`config.mk`:
```
export PLATFORM = sky130hd
export DESIGN_NAME = alu_result_queue
export DESIGN_NICKNAME = d
export VERILOG_FILES = /design/src/rtl/alu_result_queue.sv
export SDC_FILE = /design/constraint.sdc
export NUM_CORES = 1
export LEC_CHECK = 0
export BUFFER_PORTS_ARGS = -buffer_cell sky130_fd_sc_hd__buf_2
export CAP_MARGIN = 20
export CORE_MARGIN = 1.5
export CORE_UTILIZATION = 35
export CTS_CLUSTER_SIZE = 30
export DETAILED_ROUTE_END_ITERATION = 10
export GPL_ROUTABILITY_DRIVEN = 1
export HOLD_SLACK_MARGIN = 0.1
export PLACE_DENSITY_LB_ADDON = 0.15
export SYNTH_ARGS = -nofsm -noshare
export SYNTH_HDL_FRONTEND = slang
export SYNTH_SLANG_ARGS = --single-unit
```
`constraint.sdc`:
```
create_clock -name Clk -period 7.62 [get_ports Clk]
set_input_delay 1.524 -clock Clk [delete_from_list [all_inputs] [get_ports Clk]]
set_output_delay 1.524 -clock Clk [all_outputs]
set_load 0.02 [all_outputs]
```
`src/rtl/alu_result_queue.sv`:
```
// ALU output selector with N/Z/C/V flag generation, feeding a DEPTH-entry
// valid/ready result FIFO toward writeback. Also keeps a sticky overflow and an op counter.
module alu_result_queue #(
  parameter int WIDTH = 16,
  parameter int DEPTH = 4,
  parameter int CNT_W = 16
) (
  input  logic             Clk,
  input  logic             nReset,
  input  logic [1:0]       Control,
  input  logic             In_Valid,
  output logic             In_Ready,
  input  logic [WIDTH-1:0] ADD_SUB_In,
  input  logic             Carry_In,
  input  logic             Overflow_In,
  input  logic [WIDTH-1:0] OR_In,
  input  logic [WIDTH-1:0] AND_In,
  output logic             ADD_SUB_SEL,
  output logic [WIDTH-1:0] nBitOut,
  output logic [3:0]       Flags,
  output logic             Out_Valid,
  input  logic             Out_Ready,
  output logic             Sticky_V,
  input  logic             Clear_Sticky,
  output logic [CNT_W-1:0] Op_Count
);

  localparam int PTR_W = (DEPTH > 1) ? $clog2(DEPTH) : 1;
  localparam logic [PTR_W:0] FULL_OCC = (PTR_W+1)'(DEPTH);

  logic [WIDTH-1:0] r_data_mem [DEPTH];
  logic [3:0]       r_flag_mem [DEPTH];
  logic [PTR_W-1:0] r_wr_ptr;
  logic [PTR_W-1:0] r_rd_ptr;
  logic [PTR_W:0]   r_occ;
  logic [CNT_W-1:0] r_op_cnt;
  logic             r_sticky;

  logic [WIDTH-1:0] w_result;
  logic [3:0]       w_flags;
  logic             w_push;
  logic             w_pop;

  // Carry and overflow only mean something for adder results.
  function automatic logic [3:0] calc_flags(input logic [WIDTH-1:0] res,
                                            input logic arith,
                                            input logic carry,
                                            input logic ovf);
    return {res[WIDTH-1], (res == '0), arith & carry, arith & ovf};
  endfunction

  assign ADD_SUB_SEL = (Control == 2'b11);

  always_comb begin
    w_result = AND_In;
    if (Control[1])      w_result = ADD_SUB_In;
    else if (Control[0]) w_result = OR_In;
  end

  assign w_flags = calc_flags(w_result, Control[1], Carry_In, Overflow_In);

  // Full check uses registered occupancy only, so Out_Ready never reaches In_Ready.
  assign In_Ready  = (r_occ != FULL_OCC) && nReset;
  assign Out_Valid = (r_occ != '0);
  assign w_push    = In_Valid && In_Ready;
  assign w_pop     = Out_Valid && Out_Ready;

  assign nBitOut  = Out_Valid ? r_data_mem[r_rd_ptr] : '0;
  assign Flags    = Out_Valid ? r_flag_mem[r_rd_ptr] : '0;
  assign Sticky_V = r_sticky;
  assign Op_Count = r_op_cnt;

  always_ff @(posedge Clk) begin
    if (!nReset) begin
      r_wr_ptr <= '0;
      r_rd_ptr <= '0;
      r_occ    <= '0;
      r_op_cnt <= '0;
      r_sticky <= 1'b0;
    end else begin
      if (w_push) begin
        r_wr_ptr <= r_wr_ptr + 1'b1;
        r_op_cnt <= r_op_cnt + 1'b1;
      end
      if (w_pop) r_rd_ptr <= r_rd_ptr + 1'b1;
      case ({w_push, w_pop})
        2'b10:   r_occ <= r_occ + 1'b1;
        2'b01:   r_occ <= r_occ - 1'b1;
        default: r_occ <= r_occ;
      endcase
      if (w_push && w_flags[0]) r_sticky <= 1'b1;
      else if (Clear_Sticky)    r_sticky <= 1'b0;
    end
  end

  always_ff @(posedge Clk) begin
    if (w_push) begin
      r_data_mem[r_wr_ptr] <= w_result;
      r_flag_mem[r_wr_ptr] <= w_flags;
    end
  end

endmodule

```
==> flow_metrics.tcl, run 1 <==
set metrics [dict create \
    worst_slack_ns 3.80 \
    final_nets 476 \
    wl_um 9210 \
    relSlewSlack_pct 31.4 \
    coreArea_um2 12600 \
    nFillCells 1174 \
    num_vias 2889 \
    area_growth_pct 20.0 \
    period_share_pct 50.2 \
    synthCells 325 \
    cp_data_required_time_ns 6.10 \
    reg2regPathDepth 8 \
    worstHoldPathCells 2 \
    drc 0 \
    cts_buffers 9 \
    min_period_ns 3.82 \
    wire_per_inst_um 15.6 \
    cp_common_cell "buf_2" \
    tns_ns 0 \
    vias_per_cell 4.90 \
    async_flop_share_pct 0 \
    ir_worst_vdd_uv 168 \
    powerDensity_nw_per_um2 283 \
    drv_cap 0 \
    drt_iter0_drc 112 \
    p_int_uw 1040 \
    layout_commonest_cell "buf_2" \
    avgSynthCellArea_um2 13.8 \
    die_x_um 116 \
    status "completed" \
    dp_hpwl_um 6130 \
    final_max_slew_viol_count 0 \
    crit_buf_inv 2 \
    die_y_um 116 \
    post-place-ws_ns 3.79 \
    grt_start_max_net_pins 36 \
    slowest_stage "buf_2" \
    setup_viol 0 \
    p_sw_share_pct 31.6 \
    final.setup_skew_ns 0.00882 \
    synth_area_um2 4490 \
    p_clk_share_pct 29.2 \
    clkLatencyLatePin_ns 0.34 \
    path_cells "buf_2 -> and2_1 -> buf_2" \
    synth_edf_count 76 \
    cts_hold_buf 0 \
    start_util_pct 35.7 \
    cp_max_fo 35 \
    cts_tree "built" \
    path_depth 3 \
    cts_buffer_depth 2 \
    cp.arrival_ns 2.30 \
    grt_setup_unrepaired "no" \
    fmax_mhz 261 \
    seqPwrFrac_pct 43.0 \
    cts_sinks 102 \
    p_leak_uw 0.00200 \
    grt_pass1_wl_um 14100 \
    critPathLaunchType "primary input" \
    synth_nets 389 \
    ant_nets 0 \
    grt_pass1_vias 2716 \
    critPathMaxStageDelay_ns 0.42 \
    synth-main-ff-cell "edfxtp_1" \
    io_buffers 96 \
    pwr-share-comb_pct 27.8 \
    gp_congestion 0.742 \
    path_clk_slew_ns 0.07 \
    root_buffer "clkbuf_16" \
    ys_seq_area_share_pct 62.4 \
    antenna_found_initial 0 \
    hold_violations 0 \
    dr.pass1.iters 5 \
    dieArea_um2 13500 \
    antennaDiodeCount 0 \
    grt-ovfl-total 0 \
    tightest_slew_ns 1.03 \
    post_cts_buffers 0 \
    yosysWarnings 0 \
    synth.distinct_cells 35 \
    io_pins 97 \
    end_kind "output port" \
    ctsResizeCount 0 \
    yosys_register_bits 102 \
    layout_common_cells "buf_2 (96), edfxtp_1 (76), and2_1 (29)" \
    power.switching_uw 481 \
    path_class "primary input to output port" \
    hold_path_class "flip-flop to flip-flop" \
    gr-usage-all-layers_pct 14.0 \
    critPathTopFamily "buffers and inverters" \
    htreeDepth 3 \
    std_cell_rows 41 \
    final_layout_size_suffix_gt1_share_pct 32.1 \
]
flip-flops by register name, indices dropped and copies added, names as in the netlist, named ones only:
name and cells:
r_flag_mem 16, Op_Count 16, r_data_mem 60, Sticky_V 1, r_wr_ptr 2, r_occ 3, r_rd_ptr 2
final cells by class:
type / count / area, um2 / share of cell area [%]
inverters: 10 / 37.5 / 0.697
flip-flops and latches: 102 / 2800 / 52.0
multi-input cells: 192 / 1550 / 28.8
clock buffers: 9 / 225 / 4.18
well taps: 172 / 215 / 3.99
clock inverters: 7 / 66.3 / 1.23
repair buffers: 97 / 488 / 9.06
synth_stat cells (2+ instances only):
master / number / area [um2]
edfxtp_1: 76 / 2280
and2_1: 29 / 181
dfxtp_1: 26 / 521
nand2_1: 23 / 86.3
o21ai_0: 21 / 105
mux4_2: 19 / 428
mux2i_1: 17 / 170
a21oi_1: 13 / 65.1
clkbuf_1: 12 / 45.0
inv_1: 10 / 37.5
nor2_1: 10 / 37.5
o31ai_1: 7 / 52.6
ha_1: 6 / 75.1
or3_1: 6 / 37.5
or4_1: 6 / 45.0
nand3_1: 5 / 25.0
buf_2: 4 / 20.0
nand4_1: 4 / 25.0
nor4_1: 4 / 25.0
xnor2_1: 4 / 35.0
xor2_1: 4 / 35.0
buf_4: 3 / 22.5
and3_1: 2 / 12.5
and4_1: 2 / 17.5
clkbuf_2: 2 / 10.0
cells by family (layout without fill, tap and decap cells):
| group | after synthesis | in the layout | share of synthesized area [%] |
|---|---|---|---|
| flops | 102 | 102 | 62.4 |
| simple gates | 97 | 97 | 12.1 |
| compound gates | 44 | 44 | 5.46 |
| mux | 36 | 36 | 13.3 |
| buf+inv | 31 | 123 | 3.01 |
| xor+xnor | 8 | 8 | 1.56 |
| fa+ha+maj | 7 | 7 | 2.12 |
per-layer routing:
layer | routed length, um | up-vias | global-route usage, %
li1 | - | 1395 | -
met1 | 4220 | 1415 | 18.3
met2 | 4490 | 68 | 23.6
met3 | 358 | 11 | 2.18
met4 | 134 | 0 | 5.37
met5 | 0 | - | 0
power by group through the flow:
stage | clock network, uW | logic (uW) | registers [uW]
finish | 445 | 424 | 655
CTS | 455 | 437 | 656
global route | 478 | 468 | 659
detailed placement | 0 | 436 | 668
global placement | 0 | 431 | 667
floorplan | 0 | 311 | 660
metrics by stage:
stage | hold WS [ns] | total power (uW) | std cells | util, % | cell area [um2]
3_3_place_gp | 0.476 | 1100 | 573 | 40.6 | 5100
5_1_grt | 0.513 | 1610 | 589 | 42.9 | 5390
2_1_floorplan | 0.461 | 970 | 325 | - | 4490
3_5_place_dp | 0.479 | 1100 | 573 | 40.6 | 5100
4_1_cts | 0.489 | 1550 | 589 | 42.9 | 5390
6_report | 0.489 | 1520 | 589 | 42.9 | 5390
path summary, 6_finish.rpt:
kind | startpoint | to | slack (ns)
hold reg to reg | Op_Count[15] | Op_Count[15] | 0.49
hold / removal | Op_Count[15] | Op_Count[15] | 0.49
setup reg to reg | r_occ[0] | r_occ[2] | 5.04
setup / recovery | Control[1] | ADD_SUB_SEL | 3.80
worst min-delay path, cell delays in order, from the launching register on:
cell and delay [ns]:
dfxtp_1 0.33, nand2_1 0.06, mux2i_1 0.05
No activity file was read; power rests on OpenSTA's default activity.
==> run 2, diff against run 1 <==
==> constraint.sdc (replaced) <==
create_clock -name Clk -period 3.67 [get_ports Clk]
set_input_delay 0.734 -clock Clk [delete_from_list [all_inputs] [get_ports Clk]]
set_output_delay 0.734 -clock Clk [all_outputs]
set_load 0.02 [all_outputs]
==> run 2 against run 1 <==
Sequential cell count stayed put. Via count is 0.21% higher. Sequential share of layout area is 0.37 points lower. Clock-buffer cell count is 3 higher. Global-route usage is 0.47 points higher. Largest cell class unchanged. Design area is 0.72% higher.
==> flow_metrics.tcl, run 2 (same netlist as run 1, synthesis figures left out) <==
set metrics [dict create \
    grt_pass1_vias 2676 \
    ir_worst_vdd_uv 286 \
    antennaDiodeCount 0 \
    hold_path_class "flip-flop to flip-flop" \
    vias_per_cell 4.87 \
    worstHoldPathCells 2 \
    gp_congestion 0.713 \
    final_nets 481 \
    p_leak_uw 0.00204 \
    layout_commonest_cell "buf_2" \
    layout_common_cells "buf_2 (96), edfxtp_1 (76), and2_1 (29)" \
    ctsResizeCount 0 \
    r2r_start "r_occ[2]" \
    r2r-end "r_occ[2]" \
    reg2regPathDepth 9 \
    grt_setup_unrepaired "no" \
    min_period_ns 2.65 \
    utilization_pct 43.2 \
    setup_viol 0 \
    tns_ns 0 \
    cts_buffer_depth 2 \
    end_kind "output port" \
    cts_sinks 102 \
    area_growth_pct 20.8 \
    path_clk_slew_ns 0.07 \
    cp.arrival_ns 1.92 \
    worstHoldStart "Op_Count[15]" \
    grt-ovfl-total 0 \
    cts_hold_buf 0 \
    io_pins 97 \
    post_cts_buffers 0 \
    worst_hold_slack_ns 0.489 \
    htreeDepth 3 \
    cp_max_fo 19 \
    dp_hpwl_um 6350 \
    io_buffers 96 \
    start_util_pct 35.7 \
    multi_input_area_um2 1550 \
    cts_tree "built" \
    final.setup_skew_ns 0.00567 \
    status "completed" \
    dieArea_um2 13500 \
    gr-usage-all-layers_pct 14.5 \
    grt_start_max_net_pins 36 \
    nFillCells 1184 \
    regMostFlops "r_data_mem" \
    placed_cells 578 \
    cts_buffers 9 \
    fin_cells 594 \
    die_x_um 116 \
    drv_cap 0 \
    final_layout_size_suffix_gt1_share_pct 32.9 \
    critPathLaunchType "flip-flop" \
    num_vias 2895 \
    coreArea_um2 12600 \
    hold_path_end "Op_Count[15]" \
    grt_pass1_wl_um 14300 \
    path_class "flip-flop to output port" \
    register_area_um2 2800 \
    powerDensity_nw_per_um2 585 \
    largest_reg_flops 60 \
    r2r_slack_ns 1.11 \
    dr.pass1.iters 4 \
    relSlewSlack_pct 50.1 \
    final_max_slew_viol_count 0 \
    std_cell_rows 41 \
    wl_um 9430 \
    ant_nets 0 \
    clkLatencyLatePin_ns 0.34 \
    die_y_um 116 \
    wire_per_inst_um 15.9 \
    cp_data_required_time_ns 2.94 \
    antenna_found_initial 0 \
    hold_violations 0 \
    drt_iter0_drc 102 \
    root_buffer "clkbuf_16" \
    period_share_pct 72.3 \
    fmax_mhz 377 \
    tightest_slew_ns 0.740 \
    drc 0 \
]
-- run 2: how the worst max path moves through the flow --
stage	startpoint	end	slack [ns]
after floorplan	nReset	r_occ[2]	1.12
after global placement	Control[0]	r_flag_mem[0][2]	1.08
after detailed placement	Control[0]	r_flag_mem[3][2]	1.03
after CTS	flip-flop	nBitOut[8]	0.96
after global routing	flip-flop	nBitOut[8]	0.88
final	flip-flop	nBitOut[8]	1.02
-- run 2: cell type report --
| cell class | count | area share (%) |
|---|---|---|
| inverters | 10 | 0.692 |
| well taps | 172 | 3.96 |
| clock buffers | 12 | 4.91 |
| multi-input cells | 192 | 28.6 |
| repair buffers | 102 | 9.68 |
| clock inverters | 4 | 0.484 |
| flip-flops and latches | 102 | 51.6 |
-- run 2: per-layer routing --
metal / wire length, um / vias up / GRT usage (%)
li1: - / 1402 / -
met1: 4440 / 1409 / 19.5
met4: 162 / 0 / 6.26
met3: 465 / 11 / 3.17
met2: 4370 / 73 / 22.6
met5: 0 / - / 0
-- run 2: report_power, final --
part	leakage, uW	internal (uW)	total [uW]	switching (uW)
clock	0.000150	518	932	414
combinational	0.000985	371	893	522
sequential	0.000907	1320	1350	29.1
total	0.00204	2210	3170	965
-- run 2: per-stage QoR --
stage / setup WS (ns) / total power, uW / cell area, um2
floorplan: 1.12 / 2010 / 4490
global placement: 1.08 / 2280 / 5130
detailed placement: 1.03 / 2290 / 5130
CTS: 0.962 / 3220 / 5430
global route: 0.884 / 3340 / 5430
finish: 1.02 / 3170 / 5430
-- run 2: worst max-delay path, stage by stage (launching register included) --
cell	delay (ns)
dfxtp_1	0.31
buf_4	0.35
mux4_2	0.57
and2_1	0.18
buf_2	0.15
==> run 3, diff against run 2 <==
--- a/config.mk
+++ b/config.mk
@@ -5,6 +5,7 @@
 export SDC_FILE = /design/constraint.sdc
 export NUM_CORES = 1
 export LEC_CHECK = 0
+export ABC_AREA = 1
 export BUFFER_PORTS_ARGS = -buffer_cell sky130_fd_sc_hd__buf_2
 export CAP_MARGIN = 20
 export CORE_MARGIN = 1.5
==> constraint.sdc (replaced) <==
create_clock -name Clk -period 2.4 [get_ports Clk]
set_input_delay 0.48 -clock Clk [delete_from_list [all_inputs] [get_ports Clk]]
set_output_delay 0.48 -clock Clk [all_outputs]
set_load 0.02 [all_outputs]
==> run 3 against run 2 <==
Global-route usage rose by 1.5 points. Clock-buffer cell count shrank 1. Worst setup slack worse by 0.82 ns. First-iteration DRC count rose by 110%. Non-clock buffer count rose by 7. Critical path depth is 1 higher. Via count increased by 29%. Highest routed layer unchanged. Critical path type unchanged. Final cell count rose by 37%. Clock power up 45%. Largest cell class unchanged. Sequential cell count unchanged. Clock skew about the same. Total power increased by 49%.
==> flow_metrics.tcl, run 3 <==
set metrics [dict create \
    tns_ns 0 \
    dp_hpwl_um 7420 \
    synth_area_um2 4730 \
    tightest_slew_ns 0.410 \
    coreArea_um2 13200 \
    start_util_pct 35.7 \
    r2r-end "r_occ[2]" \
    ir_worst_vdd_uv 296 \
    layout_common_cells "nor2_1 (120), buf_2 (96), nand2_1 (95)" \
    root_buffer "clkbuf_16" \
    r2r_slack_ns 0.34 \
    clkLatencyLatePin_ns 0.34 \
    hold_path_class "primary input to flip-flop" \
    synth-main-ff-cell "edfxtp_1" \
    synth_edf_count 76 \
    post_cts_buffers 0 \
    cts_sinks 102 \
    final_layout_size_suffix_gt1_share_pct 20.6 \
    path_cells "inv_2 -> buf_4 -> o21ai_0 -> a21oi_1 -> buf_2" \
    end_kind "output port" \
    crit_buf_inv 3 \
    dieArea_um2 14200 \
    area_growth_pct 19.8 \
    fmax_mhz 453 \
    cts_buffers 9 \
    regMostFlops "r_data_mem" \
    relSlewSlack_pct 72.6 \
    grt_start_max_net_pins 33 \
    wl_um 10800 \
    gp_congestion 0.765 \
    die_y_um 119 \
    cp.arrival_ns 1.73 \
    async_flop_share_pct 0 \
    synth_most_common_cell "nor2_1" \
    path_depth 5 \
    io_pins 97 \
    gr-usage-all-layers_pct 15.9 \
    dr.pass1.iters 4 \
    synth.distinct_cells 26 \
    io_buffers 96 \
    hold_violations 0 \
    wire_per_inst_um 13.4 \
    htreeDepth 3 \
    ys_seq_area_share_pct 59.2 \
    yosys_register_bits 102 \
    placed_cells 795 \
    final_nets 694 \
    drt_iter0_drc 213 \
    fin_total_pwr_uw 4730 \
    grt_pass1_wl_um 17400 \
    slowest_stage "dfxtp_1" \
    reg2regPathDepth 11 \
    grt_use_met3_pct 4.41 \
    cp_data_required_time_ns 1.92 \
    yosys.area.top_type_share_pct 48.2 \
    std_cell_rows 42 \
    cts_buffer_depth 2 \
    die_x_um 119 \
    path_clk_slew_ns 0.07 \
    critPathLaunchType "flip-flop" \
    antennaDiodeCount 0 \
    synth_commonest_cells "nor2_1 (120), nand2_1 (95), edfxtp_1 (76)" \
    ant_nets 0 \
    ys_top_cells_by_area "edfxtp_1 (48%), dfxtp_1 (11%), nor2_1 (9.5%)" \
    post-place-ws_ns 0.308 \
    grt_setup_unrepaired "no" \
    cts_hold_buf 0 \
    synth_top_area_cell "edfxtp_1" \
    powerDensity_nw_per_um2 834 \
    avgSynthCellArea_um2 8.86 \
    use_met2_pct 25.1 \
    layout_commonest_cell "nor2_1" \
    setup_viol 0 \
    grt_pass1_vias 3495 \
    worst_slack_ns 0.193 \
    synthCells 534 \
    vias_per_cell 4.60 \
    drc 0 \
    grt-ovfl-total 0 \
    cp_max_fo 21 \
    grt_use_met1_pct 21.6 \
    yosysWarnings 0 \
    ctsResizeCount 0 \
    num_vias 3732 \
    p_leak_uw 0.00235 \
    critPathTopFamily "buffers and inverters" \
    path_class "flip-flop to output port" \
    crit_path_end "nBitOut[2]" \
    period_share_pct 92.0 \
    final.setup_skew_ns 0.00530 \
    min_period_ns 2.21 \
    antenna_found_initial 0 \
    r2r_start "r_occ[1]" \
    drv_cap 0 \
    critPathMaxStageDelay_ns 0.34 \
    synth_nets 598 \
    cts_tree "built" \
    top_usage_layer "met2" \
    fin_cells 811 \
    utilization_pct 42.8 \
    final_max_slew_viol_count 0 \
    status "completed" \
    largest_reg_flops 60 \
]
## run 3: layer usage
| layer | vias to the layer above | wire [um] | share of wire, % |
|---|---|---|---|
| met5 | - | 0 | 0 |
| met4 | 0 | 120 | 1.1 |
| met3 | 6 | 553 | 5.1 |
| met2 | 87 | 4760 | 44 |
| met1 | 1704 | 5400 | 50 |
| li1 | 1935 | - | - |
## run 3: worst min-delay path by stage
stage / start / to / cells after the start
after floorplan: r_rd_ptr[0] / flip-flop / 1
after global placement: Sticky_V / Sticky_V / 2
after detailed placement: Sticky_V / Sticky_V / 2
after CTS: Clear_Sticky / Sticky_V / 4
after global routing: Clear_Sticky / Sticky_V / 4
final: Clear_Sticky / Sticky_V / 4
## run 3: cell type report
class | instances | area [um2]
Multi-Input combinational cell | 358 | 1610
Inverter | 50 | 188
Timing Repair Buffer | 109 | 578
Clock inverter | 5 | 43.8
Tap cell | 176 | 220
Fill cell | 1340 | 7570
Clock buffer | 11 | 233
Sequential cell | 102 | 2800
## run 3: per-stage QoR
| stage | hold slack [ns] | area, um2 |
|---|---|---|
| floorplan | 0.456 | 4730 |
| detailed placement | 0.457 | 5400 |
| global placement | 0.457 | 5400 |
| global route | 0.390 | 5670 |
| finish | 0.388 | 5670 |
| CTS | 0.374 | 5670 |
## run 3: logic make-up (layout without fill, tap and decap cells)
logic type                 after synthesis  after routing  share of synthesized area (%)
AOI/OAI and AO/OA                       90             90                           9.60
and+or+nand+nor                        261            261                           22.3
DFF                                    102            102                           59.2
adders and majority gates                7              7                           2.01
buffers and inverters                   74            175                           6.85
## run 3: worst reg2reg max path, stage by stage (launching register included)
cell and delay (ns):
dfxtp_1 0.35, nor2_1 0.07, nand2_1 0.10, inv_1 0.07
nor2_1 0.25, ha_1 0.20, inv_1 0.06, fa_1 0.37
a21oi_1 0.14, o21ai_0 0.11, o21ai_0 0.16, a21oi_1 0.06
## run 3: power by group
part	internal, uW	switching [uW]	total, uW
registers	1990	38.4	2030
logic	406	939	1350
clock network	717	637	1350
total	3110	1610	4730
